--- config.mk ---
export PLATFORM = sky130hd
export DESIGN_NAME = multicycle_sequencer_flat
export DESIGN_NICKNAME = d
export VERILOG_FILES = /design/src/rtl/multicycle_sequencer_if.sv /design/src/rtl/multicycle_sequencer.sv /design/src/flat_wrapper.sv
export SDC_FILE = /design/constraint.sdc
export NUM_CORES = 1
export LEC_CHECK = 0
export CAP_MARGIN = 20
export CORE_UTILIZATION = 46
export DETAILED_ROUTE_END_ITERATION = 6
export PLACE_DENSITY = 0.85
export RECOVER_POWER = 25
export SLEW_MARGIN = 20
export SYNTH_ARGS = -nofsm -noshare
export SYNTH_HDL_FRONTEND = slang
export SYNTH_SLANG_ARGS = --single-unit
export TNS_END_PERCENT = 5
--- constraint.sdc ---
create_clock -name clock -period 2.1 [get_ports clock]
set_input_delay 0.315 -clock clock [delete_from_list [all_inputs] [get_ports clock]]
set_output_delay 0.315 -clock clock [all_outputs]
set_load 0.02 [all_outputs]
--- src/rtl/multicycle_sequencer_if.sv ---
// Instruction/data memory handshake bundle for multicycle_sequencer.
// master: sequencer side; slave: memory side.
interface multicycle_sequencer_if;
  logic       fetch_req;
  logic       ir_write;
  logic       instr_valid;
  logic [1:0] opcode;
  logic       mem_ready;
  logic       signal_memread;
  logic       signal_memwrite;

  modport master (
    output fetch_req, ir_write, signal_memread, signal_memwrite,
    input  instr_valid, opcode, mem_ready
  );

  modport slave (
    input  fetch_req, ir_write, signal_memread, signal_memwrite,
    output instr_valid, opcode, mem_ready
  );
endinterface

--- src/rtl/multicycle_sequencer.sv ---
// Multi-cycle FETCH/DECODE/EXEC/MEM/WB sequencer for the 2-bit-opcode datapath.
// Optional memory-timeout watchdog enabled by defining MEM_TIMEOUT_EN.
module multicycle_sequencer #(
  parameter int unsigned COUNT_W = 16
`ifdef MEM_TIMEOUT_EN
  ,
  parameter int unsigned MEM_TIMEOUT = 255
`endif
) (
  input  logic                   clock,
  input  logic                   reset,
  input  logic                   run,
  input  logic                   alu_zero,
  multicycle_sequencer_if.master mem,
  output logic                   pc_inc,
  output logic                   pc_branch,
  output logic                   signal_regdst,
  output logic                   signal_alusrc,
  output logic                   signal_aluop,
  output logic                   signal_memtoreg,
  output logic                   signal_regwrite,
  output logic                   busy,
  output logic                   instr_done,
  output logic [COUNT_W-1:0]     instr_count,
  output logic                   err
);

  typedef enum logic [2:0] {IDLE, FETCH, DECODE, EXEC, MEM, WB} state_t;
  typedef enum logic [1:0] {OP_R, OP_LOAD, OP_STORE, OP_BRANCH} opcode_t;

  state_t  state, state_next;
  opcode_t opc_q;
  logic    timeout;
  state_t  boundary;

  assign boundary = run ? FETCH : IDLE;

`ifdef MEM_TIMEOUT_EN
  logic [7:0] wait_cnt;
  logic       waiting;

  assign waiting = ((state == FETCH) && !mem.instr_valid) ||
                   ((state == MEM)   && !mem.mem_ready);
  assign timeout = waiting && (wait_cnt == 8'(MEM_TIMEOUT - 1));

  // Wait counter: cleared on any state change, so it restarts on entry to FETCH/MEM
  always_ff @(posedge clock or posedge reset) begin
    if (reset)                    wait_cnt <= '0;
    else if (state_next != state) wait_cnt <= '0;
    else if (waiting)             wait_cnt <= wait_cnt + 8'd1;
  end

  // Sticky timeout error
  always_ff @(posedge clock or posedge reset) begin
    if (reset)        err <= 1'b0;
    else if (timeout) err <= 1'b1;
  end
`else
  assign timeout = 1'b0;
  assign err     = 1'b0;
`endif

  // State register
  always_ff @(posedge clock or posedge reset) begin
    if (reset) state <= IDLE;
    else       state <= state_next;
  end

  // Opcode latch and retired-instruction counter
  always_ff @(posedge clock or posedge reset) begin
    if (reset) begin
      opc_q       <= OP_R;
      instr_count <= '0;
    end else begin
      if (mem.ir_write) opc_q <= opcode_t'(mem.opcode);
      if (instr_done)   instr_count <= instr_count + COUNT_W'(1);
    end
  end

  // Next-state logic; run is only consulted in IDLE and at instruction boundaries
  always_comb begin
    state_next = state;
    case (state)
      IDLE:   if (run && !err) state_next = FETCH;
      FETCH:  if (mem.instr_valid) state_next = DECODE;
              else if (timeout)    state_next = IDLE;
      DECODE: state_next = EXEC;
      EXEC: begin
        case (opc_q)
          OP_R:      state_next = WB;
          OP_LOAD:   state_next = MEM;
          OP_STORE:  state_next = MEM;
          OP_BRANCH: state_next = boundary;
          default:   state_next = IDLE;
        endcase
      end
      MEM:    if (mem.mem_ready) state_next = (opc_q == OP_LOAD) ? WB : boundary;
              else if (timeout)  state_next = IDLE;
      WB:     state_next = boundary;
      default: state_next = IDLE;
    endcase
  end

  // Moore control decode from state and latched opcode (ir_write/pc_inc/pc_branch also see inputs)
  always_comb begin
    mem.fetch_req       = 1'b0;
    mem.ir_write        = 1'b0;
    mem.signal_memread  = 1'b0;
    mem.signal_memwrite = 1'b0;
    pc_inc              = 1'b0;
    pc_branch           = 1'b0;
    signal_regdst       = 1'b0;
    signal_alusrc       = 1'b0;
    signal_aluop        = 1'b0;
    signal_memtoreg     = 1'b0;
    signal_regwrite     = 1'b0;
    instr_done          = 1'b0;
    busy                = (state != IDLE);
    case (state)
      FETCH: begin
        mem.fetch_req = 1'b1;
        mem.ir_write  = mem.instr_valid;
        pc_inc        = mem.instr_valid;
      end
      EXEC: begin
        case (opc_q)
          OP_R: begin
            signal_regdst = 1'b1;
            signal_aluop  = 1'b1;
          end
          OP_LOAD, OP_STORE: signal_alusrc = 1'b1;
          OP_BRANCH: begin
            pc_branch  = alu_zero;
            instr_done = 1'b1;
          end
          default: ;
        endcase
      end
      MEM: begin
        signal_alusrc       = 1'b1;
        mem.signal_memread  = (opc_q == OP_LOAD);
        mem.signal_memwrite = (opc_q == OP_STORE);
        instr_done          = (opc_q == OP_STORE) && mem.mem_ready;
      end
      WB: begin
        signal_regwrite = 1'b1;
        instr_done      = 1'b1;
        signal_regdst   = (opc_q == OP_R);
        signal_aluop    = (opc_q == OP_R);
        signal_memtoreg = (opc_q == OP_LOAD);
      end
      default: ;
    endcase
  end

endmodule

--- src/flat_wrapper.sv ---
// flat-port wrapper written by rule: the top's interface ports become plain ports
module multicycle_sequencer_flat 
#(
  parameter int unsigned COUNT_W = 16

)
  (clock, reset, run, alu_zero, pc_inc, pc_branch, signal_regdst, signal_alusrc, signal_aluop, signal_memtoreg, signal_regwrite, busy, instr_done, instr_count, err, mem_fetch_req, mem_ir_write, mem_signal_memread, mem_signal_memwrite, mem_instr_valid, mem_opcode, mem_mem_ready);
  multicycle_sequencer_if mem_i ();
  input  logic clock;
  input  logic reset;
  input  logic run;
  input  logic alu_zero;
  output logic pc_inc;
  output logic pc_branch;
  output logic signal_regdst;
  output logic signal_alusrc;
  output logic signal_aluop;
  output logic signal_memtoreg;
  output logic signal_regwrite;
  output logic busy;
  output logic instr_done;
  output logic [COUNT_W-1:0] instr_count;
  output logic err;
  output wire logic [$bits(mem_i.fetch_req)-1:0] mem_fetch_req;
  output wire logic [$bits(mem_i.ir_write)-1:0] mem_ir_write;
  output wire logic [$bits(mem_i.signal_memread)-1:0] mem_signal_memread;
  output wire logic [$bits(mem_i.signal_memwrite)-1:0] mem_signal_memwrite;
  input wire logic [$bits(mem_i.instr_valid)-1:0] mem_instr_valid;
  input wire logic [$bits(mem_i.opcode)-1:0] mem_opcode;
  input wire logic [$bits(mem_i.mem_ready)-1:0] mem_mem_ready;
  assign mem_fetch_req = mem_i.fetch_req;
  assign mem_ir_write = mem_i.ir_write;
  assign mem_signal_memread = mem_i.signal_memread;
  assign mem_signal_memwrite = mem_i.signal_memwrite;
  assign mem_i.instr_valid = mem_instr_valid;
  assign mem_i.opcode = mem_opcode;
  assign mem_i.mem_ready = mem_mem_ready;
  multicycle_sequencer #(.COUNT_W(COUNT_W)) u_core (.clock(clock), .reset(reset), .run(run), .alu_zero(alu_zero), .mem(mem_i), .pc_inc(pc_inc), .pc_branch(pc_branch), .signal_regdst(signal_regdst), .signal_alusrc(signal_alusrc), .signal_aluop(signal_aluop), .signal_memtoreg(signal_memtoreg), .signal_regwrite(signal_regwrite), .busy(busy), .instr_done(instr_done), .instr_count(instr_count), .err(err));
endmodule
# After elaboration in Yosys (flattened, before gate mapping)
# Cells that the tools add are included.
[totals]
rom_bits = 0
reg_bits = 21
memories = 0
wordCells = 42
ramBits = 0
latchBits = 0
[classes]
eq_ne = 11
n_reduce_logical = 6
magnitude_cmp = 0
shifts = 0
n_div = 0
n_bitwise = 0
muxes = 21
n_mul = 0
addsub = 1
[ops]
columns = ["op", "n"]
rows = [
  ["one-hot mux 3 bit (6 select lines)", 1],
  ["adder 16 x 1 -> 16 bit, second input constant", 1],
  ["two-way mux 1 bit", 12],
  ["two-way mux 3 bit", 4],
  ["one-hot mux 3 bit (3 select lines)", 1],
  ["== test 3 x 2 -> 1 bit, second input constant", 2],
  ["== test 3 bit, second input constant", 2],
  ["!= test 2 bit, second input constant", 3],
  ["== test 2 bit, second input constant", 2],
  ["one-hot mux 1 bit (2 select lines)", 2],
  ["== test 3 x 1 -> 1 bit, second input constant", 1],
  ["zero test 3 bit", 1],
  ["one-hot mux 1 bit (3 select lines)", 1],
  ["AND reduction 3 bit", 1],
  ["nonzero test 3 bit", 1],
  ["== test 2 x 1 -> 1 bit, second input constant", 1],
  ["zero test 2 bit", 1],
  ["OR reduction 2 bit", 1],
  ["logical AND 1 bit", 1],
]

# Depth between registers and ports, before layout
[depth]
ltp_word = 4
ltp_mapped = 7

# Worst setup path before layout
# Ideal clock, no wire load.
[synth_timing]
path_kind = "register to output"
start = "reg u_core.state[1]"
end = "out signal_regdst"
required_time_ns = 1.785
slack_ns = 0.511
stages_incl_launch_ff = 4
arrival_time_ns = 1.274
path_buffers = 1
cell_sequence = "dfrtp_1 -> nand2b_1 -> a21oi_1 -> buf_4"
[synth_between]
elab_chain_len = 2
elab_cells_between_ends = 3
cone_classes = "eq/ne: 2; mux: 1"
[synth_lines]
columns = ["item", "line_no", "text"]
rows = [
  ["start: declaration", "multicycle_sequencer.sv:31", "state_t state, state_next;"],
  ["start signal: assignment", "multicycle_sequencer.sv:66", "else state <= state_next;"],
  ["== test 3 bit / == test 3 x 2 -> 1 bit (equally long branches)", "--", ""],
  ["one-hot mux 1 bit (2 select lines) *", "--", ""],
  ["end: declaration", "flat_wrapper.sv:15", "output logic signal_regdst;"],
]
# Every way passes the cells marked *; elsewhere a longest branch is shown, timed or not.

# Worst setup path in the final report
[layout_timing]
start = "reg u_core.state[2]"
end = "out mem_ir_write"
[layout_between]
elab_chain_len = 2
[layout_lines]
columns = ["item", "line_no", "text"]
rows = [
  ["== test 3 x 1 -> 1 bit", "multicycle_sequencer.sv:119", "case (state)"],
  ["two-way mux 1 bit", "multicycle_sequencer.sv:119", ""],
  ["end: declaration", "flat_wrapper.sv:25", "output wire logic [$bits(mem_i.ir_write)-1:0] mem_ir_write;"],
]
# No other way between the ends.

==> out/qor.txt <==
CP required: 1.78 ns
Clock skew: 0.005318 ns
Pwr/cell area: 1067 nW/µm²
Placed wire-length estimate: 2064 µm
Yosys top cell by area: dfrtp_1
DRT antenna net count: 0
Final slew viol count: 0
Final #Nets: 184
Number of setup buffers added after CTS: 0
IR drop worst, VDD: 0.0009933 V
GP Congestion: 0.8634
Slew margin rel.: 26.66%
Period minus WS final: 1.997 ns
RSZ-0062 raised after global routing: true
Number of buffers created by CTS: 3
Endpoint class of the critical path: primary output
Fillers: 207
DIE AREA: 2885 µm²
Detailed-router iteration count before antenna repair: 4
Number of global-route vias before repair: 1,063
Routed length per instance: 13.53 µm
Clock buffer depth: 2
CTS tree: done
Final core utilization: 66.52%
Slowest CP cell: dfrtp_2
Synthesized flop and latch total: 21
Clock latency on the worst-skew pair: 0.30 ns
Via/cell ratio: 5.275
Slew @ Worst Pin: 1.100 ns
Top cell type's share of synthesized area: 42.73%
Drt total wl: 2706 µm
Status: finished, final reports clean
Power, Total: 1775 µW
Worst Hold Class: reg2reg
Cell area after layout: 1663 µm²
Die X-Extent: 53.71 µm
Yosys warns: 0
Worst Path Arrival: 1.68 ns
I/O pins: 38
Critical path class: reg2out
Cells after Synth: 128
Initial DRC Count: 14
Gr usage total: 21.81%
Htree depth: 1
Die height: 53.71 µm
Post-place instance area: 1643 µm²
# rows: 18
Maximum clock frequency: 0.5007 GHz
Max_cap viols: 0
Largest net degree at the start of global routing: 22
Crit start category: register
Congestion Overflow GR: 0
CP cell instances: buf_4, nor2_1, and3_1, dlygate4sd2_1
# placed instances: 196
Vias: 1,055
Reg clk slew, reported paths: 0.11 ns
DRC Markers: 0
Synth unique cells: 31
P&R area growth vs syn: 35.20%
First-pass GRT wire length: 4505 µm
Top delay family on crit path: buffers and inverters
Tcrit/Tclk final: 95.10%
Critical path fanouts, max: 8
Hold_buf cts: 0
Count of final setup violators: 0
Starting density of the core: 49.20%
Initial antenna violation count: 0
Fin. Hold Viols: 0
Hold_ws: 0.4909 ns
Post-Synthesis Net Count: 141
Main area contributors after synthesis: dfrtp_1 43%, xnor2_1 9.3%, ha_1 5.1%
P_leak: 0.0008088 µW
Ant diodes: 0
Crit-path max cell delay: 0.47 ns
Cell Area, Synth: 1230 µm²
Placeable core area: 2500 µm²
Most common cell after layout, fill and taps aside: clkdlybuf4s50_1
Clk root buf: clkbuf_4
Most frequent cells in the layout: 22 x clkdlybuf4s50_1, 19 x dfrtp_1, 13 x nand2_1, 13 x xnor2_1, 11 x dlygate4sd2_1
Clk sinks: 21
Synth Area per Inst: 9.609 µm²
Ratio of cells with drive above 1 in the final layout: 12.35%
Worst Path Buf+Inv: 2
Post-synthesis sequential area ratio: 42.73%
Port bufs: 36
Final cell count without fillers: 200
==> cell usage after synthesis, drive strengths merged <==
library cell and n:
dfrtp 21, nand2 13, xnor2 13, inv 9, and3 7, buf 7, nand3 7, nor2 7
a21oi 6, nand4 6, o21ai 6, ha 5, o22ai 3, a211oi 2, nand2b 2, nand4b 2
nor2b 2, xor2 2, and4 1, clkbuf 1, conb 1, mux2 1, nand3b 1, nor4b 1
o31ai 1, or3b 1
==> repair_timing <==
item / in CTS / in global routing
gates resized for setup: 12 / 4
setup endpoints to repair: 11 / 5
gates cloned: 0 / 0
pin swaps: 0 / 0
==> routing by layer <==
metal,global-route usage [%],vias up,share of wire (%)
li1,-,516,-
met2,39.09,36,49
met1,25.98,498,44
met5,0,-,0
met4,10.53,0,1.7
met3,1.695,5,5.3
==> metrics by stage <==
stage / setup TNS, ns / setup WS (ns)
final: 0 / 0.1028
after global routing: -0.005267 / -0.004914
after CTS: 0 / 0.007968
after detailed placement: -0.02245 / -0.02245
after global placement: 0 / 0.005907
after floorplan: 0 / 0.5105
==> cells by family (layout without fill, tap and decap cells) <==
| group | after synthesis | after routing | share of synthesized area (%) |
|---|---|---|---|
| AO/OA/AOI/OAI | 18 | 18 | 9.155 |
| flip-flops | 21 | 21 | 42.73 |
| other | 1 | 1 | 0.3049 |
| adder cells (fa/ha/maj) | 5 | 5 | 5.086 |
| buffers and inverters | 17 | 59 | 7.629 |
| AND/OR/NAND/NOR | 50 | 50 | 23.50 |
| XOR/XNOR | 15 | 15 | 10.68 |
| multiplexers | 1 | 1 | 0.9155 |
==> state kept, by name (all words and copies together), names as in the netlist <==
name	cells
u_core.state	3
u_core.instr_count	16
u_core.opc_q	2
==> final timing paths <==
| path | start | to | slack (ns) | cells after the start |
|---|---|---|---|---|
| setup reg to reg | u_core.opc_q[0] | u_core.instr_count[6] | 0.35 | 6 |
| max in group asynchronous | reset | u_core.state[2] | 0.59 | 3 |
| setup / recovery | u_core.state[2] | mem_ir_write | 0.10 | 4 |
| min in group asynchronous | reset | u_core.instr_count[15] | 0.78 | 3 |
| hold reg to reg | u_core.instr_count[15] | u_core.instr_count[15] | 0.49 | 1 |
| hold / removal | u_core.instr_count[15] | u_core.instr_count[15] | 0.49 | 1 |
==> power by group <==
group          total [µW]  internal, µW  switching [µW]
registers             617           496             121
logic                 968           434             534
clock network         189          74.2             115
total                1770          1000             771
==> layout make-up <==
class	instances	area, µm²	share of cell area, %
Clock buffer	4	26.28	1.580
Timing Repair Buffer	46	422.9	25.43
Sequential cell	21	528.0	31.75
Inverter	9	33.78	2.032
Multi-Input combinational cell	90	614.3	36.95
Tap cell	30	37.54	2.257
(Power assumes the default switching activity.)
==> patch 1: new RTL, same settings <==
`COUNT_W` is set to 16 in 2 places; all go to 32.
--- a/src/rtl/multicycle_sequencer.sv
+++ b/src/rtl/multicycle_sequencer.sv
@@ -1,7 +1,7 @@
 // Multi-cycle FETCH/DECODE/EXEC/MEM/WB sequencer for the 2-bit-opcode datapath.
 // Optional memory-timeout watchdog enabled by defining MEM_TIMEOUT_EN.
 module multicycle_sequencer #(
-  parameter int unsigned COUNT_W = 16
+  parameter int unsigned COUNT_W = 32
 `ifdef MEM_TIMEOUT_EN
   ,
   parameter int unsigned MEM_TIMEOUT = 255
--- a/src/flat_wrapper.sv
+++ b/src/flat_wrapper.sv
@@ -1,7 +1,7 @@
 // flat-port wrapper written by rule: the top's interface ports become plain ports
 module multicycle_sequencer_flat 
 #(
-  parameter int unsigned COUNT_W = 16
+  parameter int unsigned COUNT_W = 32
 
 )
   (clock, reset, run, alu_zero, pc_inc, pc_branch, signal_regdst, signal_alusrc, signal_aluop, signal_memtoreg, signal_regwrite, busy, instr_done, instr_count, err, mem_fetch_req, mem_ir_write, mem_signal_memread, mem_signal_memwrite, mem_instr_valid, mem_opcode, mem_mem_ready);
Ports: changed (resized instr_count); port bits go from 38 to 54. No check against the original RTL was run, so the function may have changed too.
==> patch 1 against the unedited design <==
Synthesized area up 61%. Final area up 65%. Count of clock-buffer cells in the layout up 1. Setup slack worse by 0.0036 ns. Cell count up 51%. First-iteration DRC count rose to 7.1 times the old value. Sequential cell count up 16. Wire length up 53%. Power up 51%. Maximum frequency down 0.18%.
==> patch 1: results (changes against the unedited design) <==
----------------------------------------------------
[Synth]
  Most instantiated cells after synthesis ... dfrtp_1, xnor2_1, nand2_1
  Compound-Gate Fraction of Synth Area ... 4.67% (-4.5 points)
  Post-synthesis xor/xnor area fraction ... 13.7% (+3.0 points)
  Cell area after technology mapping ... 1980 µm² (+61%)
  Share of the synthesized area in the top cell type ... 46.7% (+4.0 points)
  Count of cell types in the netlist ... 40 (+29%)

[Place]
  Placed cell area ... 2610 µm² (+59%)
  Post-DP HPWL ... 3.10 mm (+50%)

[Outcome]
  Run status ... finished, final reports clean

[Finish]
  Total area of sequential cells ... 928 µm² (+76%)
  Clock network area share ... 4.87% (+3.3 points)
  Count of sequential standard cells ... 37 (+76%)
  Final design area excluding fillers ... 2750 µm² (+65%)
  Largest registers ranked by flip-flop count ... u_core.instr_count x32, u_core.state x3, u_core.opc_q x2
  Fraction of final layout cells with drive strength greater than 1 ... 14.3% (+2.0 points)
  Count of nets after finishing ... 264 (+43%)
  Count of non-CTS buffers in the layout ... 64 (+39%)
  Multi-input gate share of total cell area ... 35.8% (-1.2 points)
  Share of final layout cell area taken by non-clock buffers ... 22.1% (-3.3 points)

[Worst setup path]
  Delay of the slowest cell on the worst path ... 0.61 ns (+0.14 ns)
  Slowest-stage cell, CP ... clkdlybuf4s50_1

[Detailed routing]
  Via density per instance ... 5.13 (-2.8%)
  Sum of routed wire length over all layers ... 4.15 mm (+53%)

[Power]
  Switching power ... 929 µW (+21%)
  Worst IR drop on VDD ... 710 µV (-29%)
  Total leakage power ... 0.00136 µW (+68%)

[GRT]
  Number of global-route vias before repair ... 1527 (+44%)
  Largest net degree at the start of global routing ... 38 (+73%)
  Global Route Usage Sum ... 20.7% (-1.1 points)
  First-pass GRT wire length ... 7.00 mm (+55%)

[CTS]
  CTS H-tree lvls ... 2 (+1)
  Clock Pin Slew Worst Setup and Hold Paths ... 0.07 ns (-0.04 ns)

[Timing]
  Final Skew ... 0.0103 ns (+0.00498 ns)

----------------------------------------------------
## patch 1: cell count changes in the layout (fill, tap and decap cells not counted), moves of 3 or more
cell / unedited run / this run
nand3_1: 7 / 10
clkdlybuf4s50_1: 22 / 39
nor2_1: 7 / 10
clkbuf_8: 0 / 5
dfrtp_1: 19 / 35
xnor2_1: 13 / 19
nand2_1: 13 / 16
dlygate4sd2_1: 11 / 8
nor4_1: 0 / 3
xor2_1: 2 / 12
clkbuf_4: 3 / 0
## patch 1: path summary, 6_finish.rpt
check / from / to / slack, ns / cells after the start
setup / recovery: u_core.state[1]$_DFFE_PP0P_ / signal_regwrite / 0.1 / 3
hold / removal: u_core.instr_count[31]$_DFFE_PP0P_ / u_core.instr_count[31]$_DFFE_PP0P_ / 0.47 / 1
setup reg to reg: u_core.opc_q[0]$_DFFE_PP0P_ / u_core.instr_count[29]$_DFFE_PP0P_ / 0.18 / 8
hold reg to reg: u_core.instr_count[31]$_DFFE_PP0P_ / u_core.instr_count[31]$_DFFE_PP0P_ / 0.47 / 1
max in group asynchronous: reset / u_core.state[2]$_DFFE_PP0P_ / 0.75 / 3
min in group asynchronous: reset / u_core.state[0]$_DFFE_PP0P_ / 0.74 / 3
## patch 1: layer usage
layer  track usage, %  part of all wire [%]
met5                0                     0
met2             33.9                    50
met4             6.12                  0.63
met1             25.4                    44
met3             7.43                   5.3
## patch 1: power groups by stage
stage,clock network [µW],registers [µW],logic (µW)
after detailed placement,0,945,1050
after floorplan,0,944,616
after CTS,735,937,1020
after global routing,765,958,1120
final,721,943,1020
after global placement,0,938,1040
## patch 1: worst reg2reg max path, cell delays in order (launching register included)
cell and delay, ns:
dfrtp_1 0.41, inv_1 0.13, ha_1 0.17, a21oi_1 0.09
o21ai_1 0.17, buf_4 0.17, nand3b_2 0.13, nor4_1 0.39
xnor2_1 0.17
==> patch 2: new RTL, same settings <==
Made on the original files. Encoding of `state_t`: now one-hot (6 bits for 6 states).
--- a/src/rtl/multicycle_sequencer.sv
+++ b/src/rtl/multicycle_sequencer.sv
@@ -25,7 +25,7 @@
   output logic                   err
 );
 
-  typedef enum logic [2:0] {IDLE, FETCH, DECODE, EXEC, MEM, WB} state_t;
+  typedef enum logic [5:0] {IDLE = 6'b000001, FETCH = 6'b000010, DECODE = 6'b000100, EXEC = 6'b001000, MEM = 6'b010000, WB = 6'b100000} state_t;
   typedef enum logic [1:0] {OP_R, OP_LOAD, OP_STORE, OP_BRANCH} opcode_t;
 
   state_t  state, state_next;
Formal check against the unedited RTL: same outputs for any inputs over 10 cycles, from zero or initial values and one cycle with reset high; not proved beyond that.
==> patch 2 against the unedited design <==
The run now ends with design-rule violations, negative setup slack left. Die area grew 12%. First-iteration DRC count increased to 2.9 times the old value. Wire length rose by 24%. Setup slack got worse by 0.36 ns. Global-route usage is 1.4 points higher. Power down 20%. Synthesized area grew 12%. Sequential cell count up 3. Final area rose by 23%. Critical endpoint unchanged. Largest power group unchanged.
==> patch 2: results (changes against the unedited design) <==
----------------------------------------------------
[Timing]
  Least-Margin Pin Slew ... 0.870 ns (-0.231 ns)
  Final worst slack ... -0.256 ns (-0.359 ns)
  Final setup violation count ... 15 (+15)
  Final Skew ... 0.0110 ns (+0.00572 ns)

[Detailed routing]
  Sum of routed wire length over all layers ... 3.36 mm (+24%)
  DRC errors left ... 5 (+5)
  Detail-routed net length per standard cell ... 15.1 µm (+12%)

[Power]
  Switching power share of the total ... 35.1% (-8.3 points)
  Worst IR drop on VDD ... 630 µV (-37%)

[CTS]
  Clock Pin Slew Worst Setup and Hold Paths ... 0.14 ns (+0.03 ns)
  Resized cells post-CTS ... 61 (+49)
  Clock Latency Late Sink ... 0.33 ns (+0.03 ns)
  CTS sink cnt ... 24 (+14%)

[Floorplan]
  Tap Cells ... 31 (+3.3%)

[Outcome]
  Run status ... finished with violations
  Violated checks ... design-rule violations, negative setup slack

[Finish]
  Utilization after layout ... 72.9% (+6.4 points)
  Share of final layout cell area taken by non-clock buffers ... 26.3% (+0.88 points)
  Largest registers ranked by flip-flop count ... u_core.instr_count x16, u_core.state x6, u_core.opc_q x2
  Comb_multi_in ... 96 (+6.7%)
  Count of nets after finishing ... 205 (+11%)
  Number of filler cells placed in the layout ... 219 (+5.8%)
  Clock network area share ... 1.29% (-0.29 points)

[GRT]
  First-pass GRT wire length ... 5.58 mm (+24%)
  Number of global-route vias before repair ... 1243 (+17%)
  Global Route Usage Sum ... 23.2% (+1.4 points)
  Largest net degree at the start of global routing ... 16 (-27%)

[Worst setup path]
  Path depth of the worst reg2reg path ... 8 (+2)
  CP Launch Point ... u_core.state[3]$_DFFE_PP0P_
  Worst R2R Setup Slack ... -0.13 ns (-0.48 ns)
  Crit-path max FO ... 3 (-5)
  CP arrival ... 2.04 ns (+0.36 ns)

[Place]
  Post-DP HPWL ... 2.49 mm (+21%)
  Pre-CTS WS ... -0.332 ns (-0.310 ns)
  Placed cell area ... 1930 µm² (+18%)
  Number of cells in the design after placement ... 216 (+10%)

[Synth]
  Mapped Nets ... 148 (+5.0%)

----------------------------------------------------
-- patch 2: cell count changes in the layout (fill, tap and decap cells not counted), moves of 4 or more --
cell	change
xor2_1	+10
nor4_2	+4
xnor2_1	-8
dfrtp_1	+4
dlygate4sd2_1	-10
a21oi_1	-4
nor2_1	-5
buf_4	+11
buf_6	+11
-- patch 2: kinds of logic after synthesis --
kind of cell	synth area share, %
AOI/OAI and AO/OA	9.26
xor gates and xnor gates	10.8
adders and majority gates	4.54
buffers and inverters	5.63
DFF	43.7
other	0.272
and+or+nand+nor	25.8
-- patch 2: layer usage --
| metal | part of all wire (%) | track usage [%] |
|---|---|---|
| met5 | 0 | 0 |
| met4 | 3.2 | 13.9 |
| met3 | 4.2 | 3.46 |
| met2 | 53 | 41.7 |
| met1 | 39 | 25.7 |
-- patch 2: worst max-delay path, stage by stage, from the launching register on --
cell,delay (ns)
dfrtp_1,0.42
or4_4,0.53
or3b_4,0.41
inv_4,0.06
and2_4,0.16
buf_4,0.14
